--- src/rtl/function_gen_ctrl.sv ---
// Sequencer for the DDS waveform generators: latches one configuration per run
// and drives a one-hot enable plus F/P words, with optional linear sweep.
// Define FGEN_PINGPONG_EN for a triangular sweep instead of sawtooth.
module function_gen_ctrl #(
  parameter int unsigned FW      = 8,
  parameter int unsigned PW      = 8,
  parameter int unsigned DWELL_W = 16,
  parameter int unsigned NWAVE   = 4
) (
  input  logic               clk,
  input  logic               rst,
  input  logic               run_en,
  input  logic               cfg_valid,
  output logic               cfg_ready,
  input  logic [1:0]         cfg_wave,
  input  logic [FW-1:0]      cfg_f_start,
  input  logic [FW-1:0]      cfg_f_stop,
  input  logic [FW-1:0]      cfg_f_step,
  input  logic [PW-1:0]      cfg_p_word,
  input  logic [DWELL_W-1:0] cfg_dwell,
  input  logic               cfg_sweep,
  output logic [NWAVE-1:0]   wave_en,
  output logic [FW-1:0]      F_word,
  output logic [PW-1:0]      P_word,
  output logic               busy,
  output logic               sweep_done
);

  typedef enum logic [1:0] {
    S_IDLE   = 2'd0,
    S_SETTLE = 2'd1,
    S_RUN    = 2'd2
  } state_t;

  state_t state_q, state_d;
  logic   settle_q, settle_d;

  logic [1:0]         wave_q, wave_d;
  logic [FW-1:0]      f_start_q, f_start_d;
  logic [FW-1:0]      f_stop_q, f_stop_d;
  logic [FW-1:0]      f_step_q, f_step_d;
  logic [FW-1:0]      f_word_q, f_word_d;
  logic [PW-1:0]      p_word_q, p_word_d;
  logic [DWELL_W-1:0] dwell_q, dwell_d;
  logic [DWELL_W-1:0] dwell_cnt_q, dwell_cnt_d;
  logic               sweep_q, sweep_d;
  logic [NWAVE-1:0]   wave_en_q, wave_en_d;
  logic               sweep_done_q, sweep_done_d;

`ifdef FGEN_PINGPONG_EN
  logic               dir_up_q, dir_up_d;
  logic [FW:0]        nxt_dn;
`endif

  logic               handshake;
  logic               terminal;
  logic [DWELL_W-1:0] dwell_last;
  logic [FW:0]        nxt_up;
  logic [NWAVE-1:0]   wave_onehot;

  assign cfg_ready  = (state_q == S_IDLE) && run_en;
  assign handshake  = cfg_valid && cfg_ready;
  assign busy       = (state_q != S_IDLE);
  assign wave_en    = wave_en_q;
  assign F_word     = f_word_q;
  assign P_word     = p_word_q;
  assign sweep_done = sweep_done_q;

  assign dwell_last = (dwell_q == '0) ? '0 : dwell_q - DWELL_W'(1);
  assign terminal   = (dwell_cnt_q == dwell_last);
  assign nxt_up     = {1'b0, f_word_q} + {1'b0, f_step_q};
`ifdef FGEN_PINGPONG_EN
  assign nxt_dn     = {1'b0, f_word_q} - {1'b0, f_step_q};
`endif

  // Indices at or above NWAVE leave every enable low.
  always_comb begin
    wave_onehot = '0;
    for (int unsigned i = 0; i < NWAVE; i++) begin
      if (32'(wave_q) == i) wave_onehot[i] = 1'b1;
    end
  end

  // State register
  always_ff @(posedge clk or posedge rst) begin
    if (rst) begin
      state_q  <= S_IDLE;
      settle_q <= 1'b0;
    end else begin
      state_q  <= state_d;
      settle_q <= settle_d;
    end
  end

  // Next-state logic
  always_comb begin
    state_d  = state_q;
    settle_d = settle_q;
    if (!run_en) begin
      state_d  = S_IDLE;
      settle_d = 1'b0;
    end else begin
      case (state_q)
        S_IDLE: begin
          settle_d = 1'b0;
          if (cfg_valid) state_d = S_SETTLE;
        end
        S_SETTLE: begin
          if (settle_q) begin
            state_d  = S_RUN;
            settle_d = 1'b0;
          end else begin
            settle_d = 1'b1;
          end
        end
        S_RUN:   state_d = S_RUN;
        default: state_d = S_IDLE;
      endcase
    end
  end

  // Output and datapath logic
  always_comb begin
    wave_d       = wave_q;
    f_start_d    = f_start_q;
    f_stop_d     = f_stop_q;
    f_step_d     = f_step_q;
    f_word_d     = f_word_q;
    p_word_d     = p_word_q;
    dwell_d      = dwell_q;
    dwell_cnt_d  = dwell_cnt_q;
    sweep_d      = sweep_q;
    wave_en_d    = '0;
    sweep_done_d = 1'b0;
`ifdef FGEN_PINGPONG_EN
    dir_up_d     = dir_up_q;
`endif

    if (!run_en || state_q == S_IDLE) begin
      dwell_cnt_d = '0;
`ifdef FGEN_PINGPONG_EN
      dir_up_d    = 1'b1;
`endif
    end

    if (handshake) begin
      wave_d    = cfg_wave;
      f_start_d = cfg_f_start;
      f_stop_d  = cfg_f_stop;
      f_step_d  = cfg_f_step;
      dwell_d   = cfg_dwell;
      sweep_d   = cfg_sweep && (cfg_f_step != '0) && (cfg_f_start < cfg_f_stop);
      f_word_d  = cfg_f_start;
      p_word_d  = cfg_p_word;
    end

    if (run_en && state_q == S_RUN) begin
      wave_en_d = wave_onehot;
      if (sweep_q) begin
        if (terminal) begin
          dwell_cnt_d = '0;
`ifdef FGEN_PINGPONG_EN
          // Landing exactly on an end point turns immediately so no end word repeats.
          if (dir_up_q) begin
            if (nxt_up >= {1'b0, f_stop_q}) begin
              f_word_d = f_stop_q;
              dir_up_d = 1'b0;
            end else begin
              f_word_d = nxt_up[FW-1:0];
            end
          end else begin
            if (nxt_dn[FW] || (nxt_dn[FW-1:0] <= f_start_q)) begin
              f_word_d     = f_start_q;
              dir_up_d     = 1'b1;
              sweep_done_d = 1'b1;
            end else begin
              f_word_d = nxt_dn[FW-1:0];
            end
          end
`else
          if (nxt_up > {1'b0, f_stop_q}) begin
            f_word_d     = f_start_q;
            sweep_done_d = 1'b1;
          end else begin
            f_word_d = nxt_up[FW-1:0];
          end
`endif
        end else begin
          dwell_cnt_d = dwell_cnt_q + DWELL_W'(1);
        end
      end
    end
  end

  always_ff @(posedge clk or posedge rst) begin
    if (rst) begin
      wave_q       <= '0;
      f_start_q    <= '0;
      f_stop_q     <= '0;
      f_step_q     <= '0;
      f_word_q     <= '0;
      p_word_q     <= '0;
      dwell_q      <= '0;
      dwell_cnt_q  <= '0;
      sweep_q      <= 1'b0;
      wave_en_q    <= '0;
      sweep_done_q <= 1'b0;
`ifdef FGEN_PINGPONG_EN
      dir_up_q     <= 1'b1;
`endif
    end else begin
      wave_q       <= wave_d;
      f_start_q    <= f_start_d;
      f_stop_q     <= f_stop_d;
      f_step_q     <= f_step_d;
      f_word_q     <= f_word_d;
      p_word_q     <= p_word_d;
      dwell_q      <= dwell_d;
      dwell_cnt_q  <= dwell_cnt_d;
      sweep_q      <= sweep_d;
      wave_en_q    <= wave_en_d;
      sweep_done_q <= sweep_done_d;
`ifdef FGEN_PINGPONG_EN
      dir_up_q     <= dir_up_d;
`endif
    end
  end

endmodule
--- config.mk ---
export PLATFORM = sky130hd
export DESIGN_NAME = function_gen_ctrl
export DESIGN_NICKNAME = d
export VERILOG_FILES = /design/src/rtl/function_gen_ctrl.sv
export SDC_FILE = /design/constraint.sdc
export NUM_CORES = 1
export LEC_CHECK = 0
export ABC_AREA = 1
export ABC_CLOCK_PERIOD_IN_PS = 3010
export CORE_ASPECT_RATIO = 1.75
export CORE_MARGIN = 4
export CORE_UTILIZATION = 35
export DETAILED_ROUTE_END_ITERATION = 7
export GPL_ROUTABILITY_DRIVEN = 0
export RECOVER_POWER = 25
export SLEW_MARGIN = 20
export SYNTH_ARGS = -nofsm -noshare
export SYNTH_HDL_FRONTEND = slang
export SYNTH_SLANG_ARGS = --single-unit
--- constraint.sdc ---
create_clock -name clk -period 3.01 [get_ports clk]
set_clock_uncertainty 0.1 [all_clocks]
set_input_delay 0.602 -clock clk [delete_from_list [all_inputs] [get_ports clk]]
set_output_delay 0.602 -clock clk [all_outputs]
set_load 0.005 [all_outputs]
==> run metrics <==
pin slew with the least headroom to its limit=1.41 ns; Fmax=327 MHz; first-pass GRT wire length=24500 um; slowest CP cell=dfrtp_1; synth warn=0; dpl ws=-0.118 ns; most frequent cell after synthesis=nand2_1; CP max FO=6; WL final=14600 um; clock buffer count from CTS=9; top post-synthesis cells by area=dfrtp_1, nand2_1, ha_1; Pleak=0.00340 uW; CP Capture Type=flip-flop; syn nets=808; Worst Hold Slack=0.358 ns; register area share after synthesis=39.9%; fin crit share=102%; vias in the first global route=4958; R2R setup slack=-0.05 ns; leading cell types by count after synthesis=nand2_1, inv_1, dfrtp_1; Row Count=58; Final Worst Setup Slack=-0.0467 ns; Final Hold Viols=0; grt ovf=0; initial antenna violation count=1; Yosys reg bits=83; fin crit period=3.06 ns; EDFF count, synth=0; CP startpoint kind=flip-flop; Max Slew Vio Count=0; Global Route Usage Sum=18.4%; die area=17000 um2; layout cell share with drive strength beyond 1=11.3%; top_reg_cell synth=dfrtp_1; synth unique cells=33; Post-Layout Inst Area=6760 um2; Crit path max-delay family=simple AND/OR/NAND/NOR gates; FF-to-FF End=F_word[5]; worst-path cell chain=ha_2, fa_2, nand3_2, nand3_4, nand2_1, nand2_1, a21oi_2, xnor2_1, ha_1, nand2_1, inv_2, nand4_1, nor2_1, nor2_1, nand2_2, nand2_4, or2_4, nand2_2, o21ai_2; async set or reset register ratio after synthesis=100%; Final nets=912; Clock Sinks=83; Clock Path Buffers=2; Core ar.=14500 um2; area leader, netlist=dfrtp_1; CP endpoint=F_word[5]; Post-Route Utilization=46.6%; Initial Util=35.9%; clock slew seen by the registers of the worst setup and hold paths=0.07 ns; wire per inst=14.4 um; vias per cell=4.83; largest net degree at the start of global routing=52; Max-slew headroom=5.19%; synthesized area per cell=7.20 um2; area delta synth->final=29.9%; CP max stage delay=0.39 ns; WP depth=19; failing checks=negative setup slack; Worst Reg-to-Reg Cells=19; Worst Hold Class=flip-flop to flip-flop; input/output buffers=77; area of the multi-input gates=2780 um2; setup TNS=-0.143 ns; Max rail drop VDD=0.000750 V; crit path launch=f_step_q[0]; Placement Cell Area=6350 um2; Mapped Area=5200 um2; Setup violations, final=5; DRC=0; Mapped Cells=723; worst r2r src=f_step_q[0]; Reg area=2080 um2; CTS tree=built; Final ANT Viol Nets=0; Max-Cap Viols=0; 1st-pass router iterations=4; HPWL Detailed=11400 um; Die W=100 um; H-Tree Depth=3; CTS hold repair buffers=0; CP most frequent cell=nand2_1; Filler Cell Count=1514; top cell type's share of synthesized area=39.9%; Iter 0 DRT Violations=209; hold_sp=wave_q[1]; critical path buffer and inverter count=1; I/O pin count=78; Data arrival, critical path=3.18 ns; status=finished with violations; DR vias=4895; kind of critical path=flip-flop to flip-flop; power per cell area=1070 nW/um2; unrepaired setup endpoints after global routing=yes; clock root buffer=clkbuf_16; Die Y=169 um; worst skew pair latency=0.34 ns; required time worst endpoint=3.13 ns
[cell type report]
| class | count | share of cell area, % |
|---|---|---|
| diodes | 1 | 0.0370 |
| flip-flops and latches | 83 | 30.7 |
| inverters | 94 | 5.24 |
| well taps | 180 | 3.33 |
| clock inverters | 7 | 0.981 |
| multi-input cells | 529 | 41.1 |
| repair buffers | 110 | 15.3 |
| clock buffers | 9 | 3.33 |
[report_power, final]
part / internal (uW) / leakage [uW] / switching [uW]
clock: 585 / 0.000145 / 519
sequential: 1500 / 0.00107 / 306
combinational: 1920 / 0.00219 / 2380
[metal layers]
metal  GRT usage (%)  up-vias  part of all wire (%)  wire, um
met5               0        -                     0         0
met4            7.39        0                   3.2       474
met3            2.51       25                   2.6       373
met2            35.9       68                    58      8440
met1            19.0     2279                    36      5300
li1                -     2523                     -         -
[cell families (layout without fill, tap and decap cells)]
group                      after synthesis  after routing  synth area share (%)
and+or+nand+nor                        402            403                  32.9
DFF                                     83             83                  39.9
adders and majority gates               30             30                  7.36
xor gates and xnor gates                16             16                  2.69
other                                    0              1                     0
AOI/OAI and AO/OA                       80             80                  8.54
buffers and inverters                  112            220                  8.56
[sequential cells by signal, summed over array words and instances, names as in the netlist]
name         cells
sweep_done       1
settle_q         1
wave_en          4
f_start_q        8
f_stop_q         8
P_word           8
sweep_q          1
dwell_q         16
wave_q           2
state_q          2
F_word           8
dwell_cnt_q     16
f_step_q         8
[timing repair]
item / CTS / global route
endpoints found under the setup margin: 7 / 9
buffers inserted: 7 / 1
pin swaps: 10 / 9
gates resized for setup: 10 / 9
cloned: 1 / 0
[how the worst min path moves through the flow]
stage | end | slack (ns) | depth (start not counted)
detailed placement | wave_en[0] | 0.35 | 1
global route | wave_en[0] | 0.40 | 1
floorplan | wave_en[0] | 0.33 | 1
finish | wave_en[0] | 0.36 | 1
global placement | wave_en[0] | 0.35 | 1
CTS | wave_en[0] | 0.36 | 1
[metrics by stage]
step | total power, uW | std cells
2_1_floorplan | 4430 | 723
3_3_place_gp | 5650 | 987
3_5_place_dp | 5670 | 987
4_1_cts | 7120 | 1011
5_1_grt | 7940 | 1013
6_report | 7220 | 1013
[worst reg2reg max path, delay by kind of cell (launching register included)]
kind,cells,cell delay [ns]
simple gates,12,1.24
fa+ha+maj,3,0.88
flops,1,0.39
compound gates,2,0.20
xor+xnor,1,0.10
buf+inv,1,0.06
[cell usage in the layout, fill, tap and decap left out, types with 2 or more instances in the layout]
cell,instances
nand4_1,17
o21bai_1,2
inv_8,2
o22ai_1,11
nand2_1,252
xnor2_1,3
o21ai_2,3
buf_6,2
nand3_1,48
nand3_2,6
nor4_1,4
dfrtp_1,83
nor3_1,6
ha_1,28
or2_4,5
clkdlybuf4s50_1,76
xor2_1,12
nor2_2,8
o21ai_0,44
nor2_4,2
inv_2,3
and2_1,2
a21oi_1,11
a21oi_2,2
o21ai_1,2
nor2_1,39
inv_6,4
inv_1,90
nand2_2,11
buf_4,28
clkbuf_16,9
(Power assumes the default switching activity.)
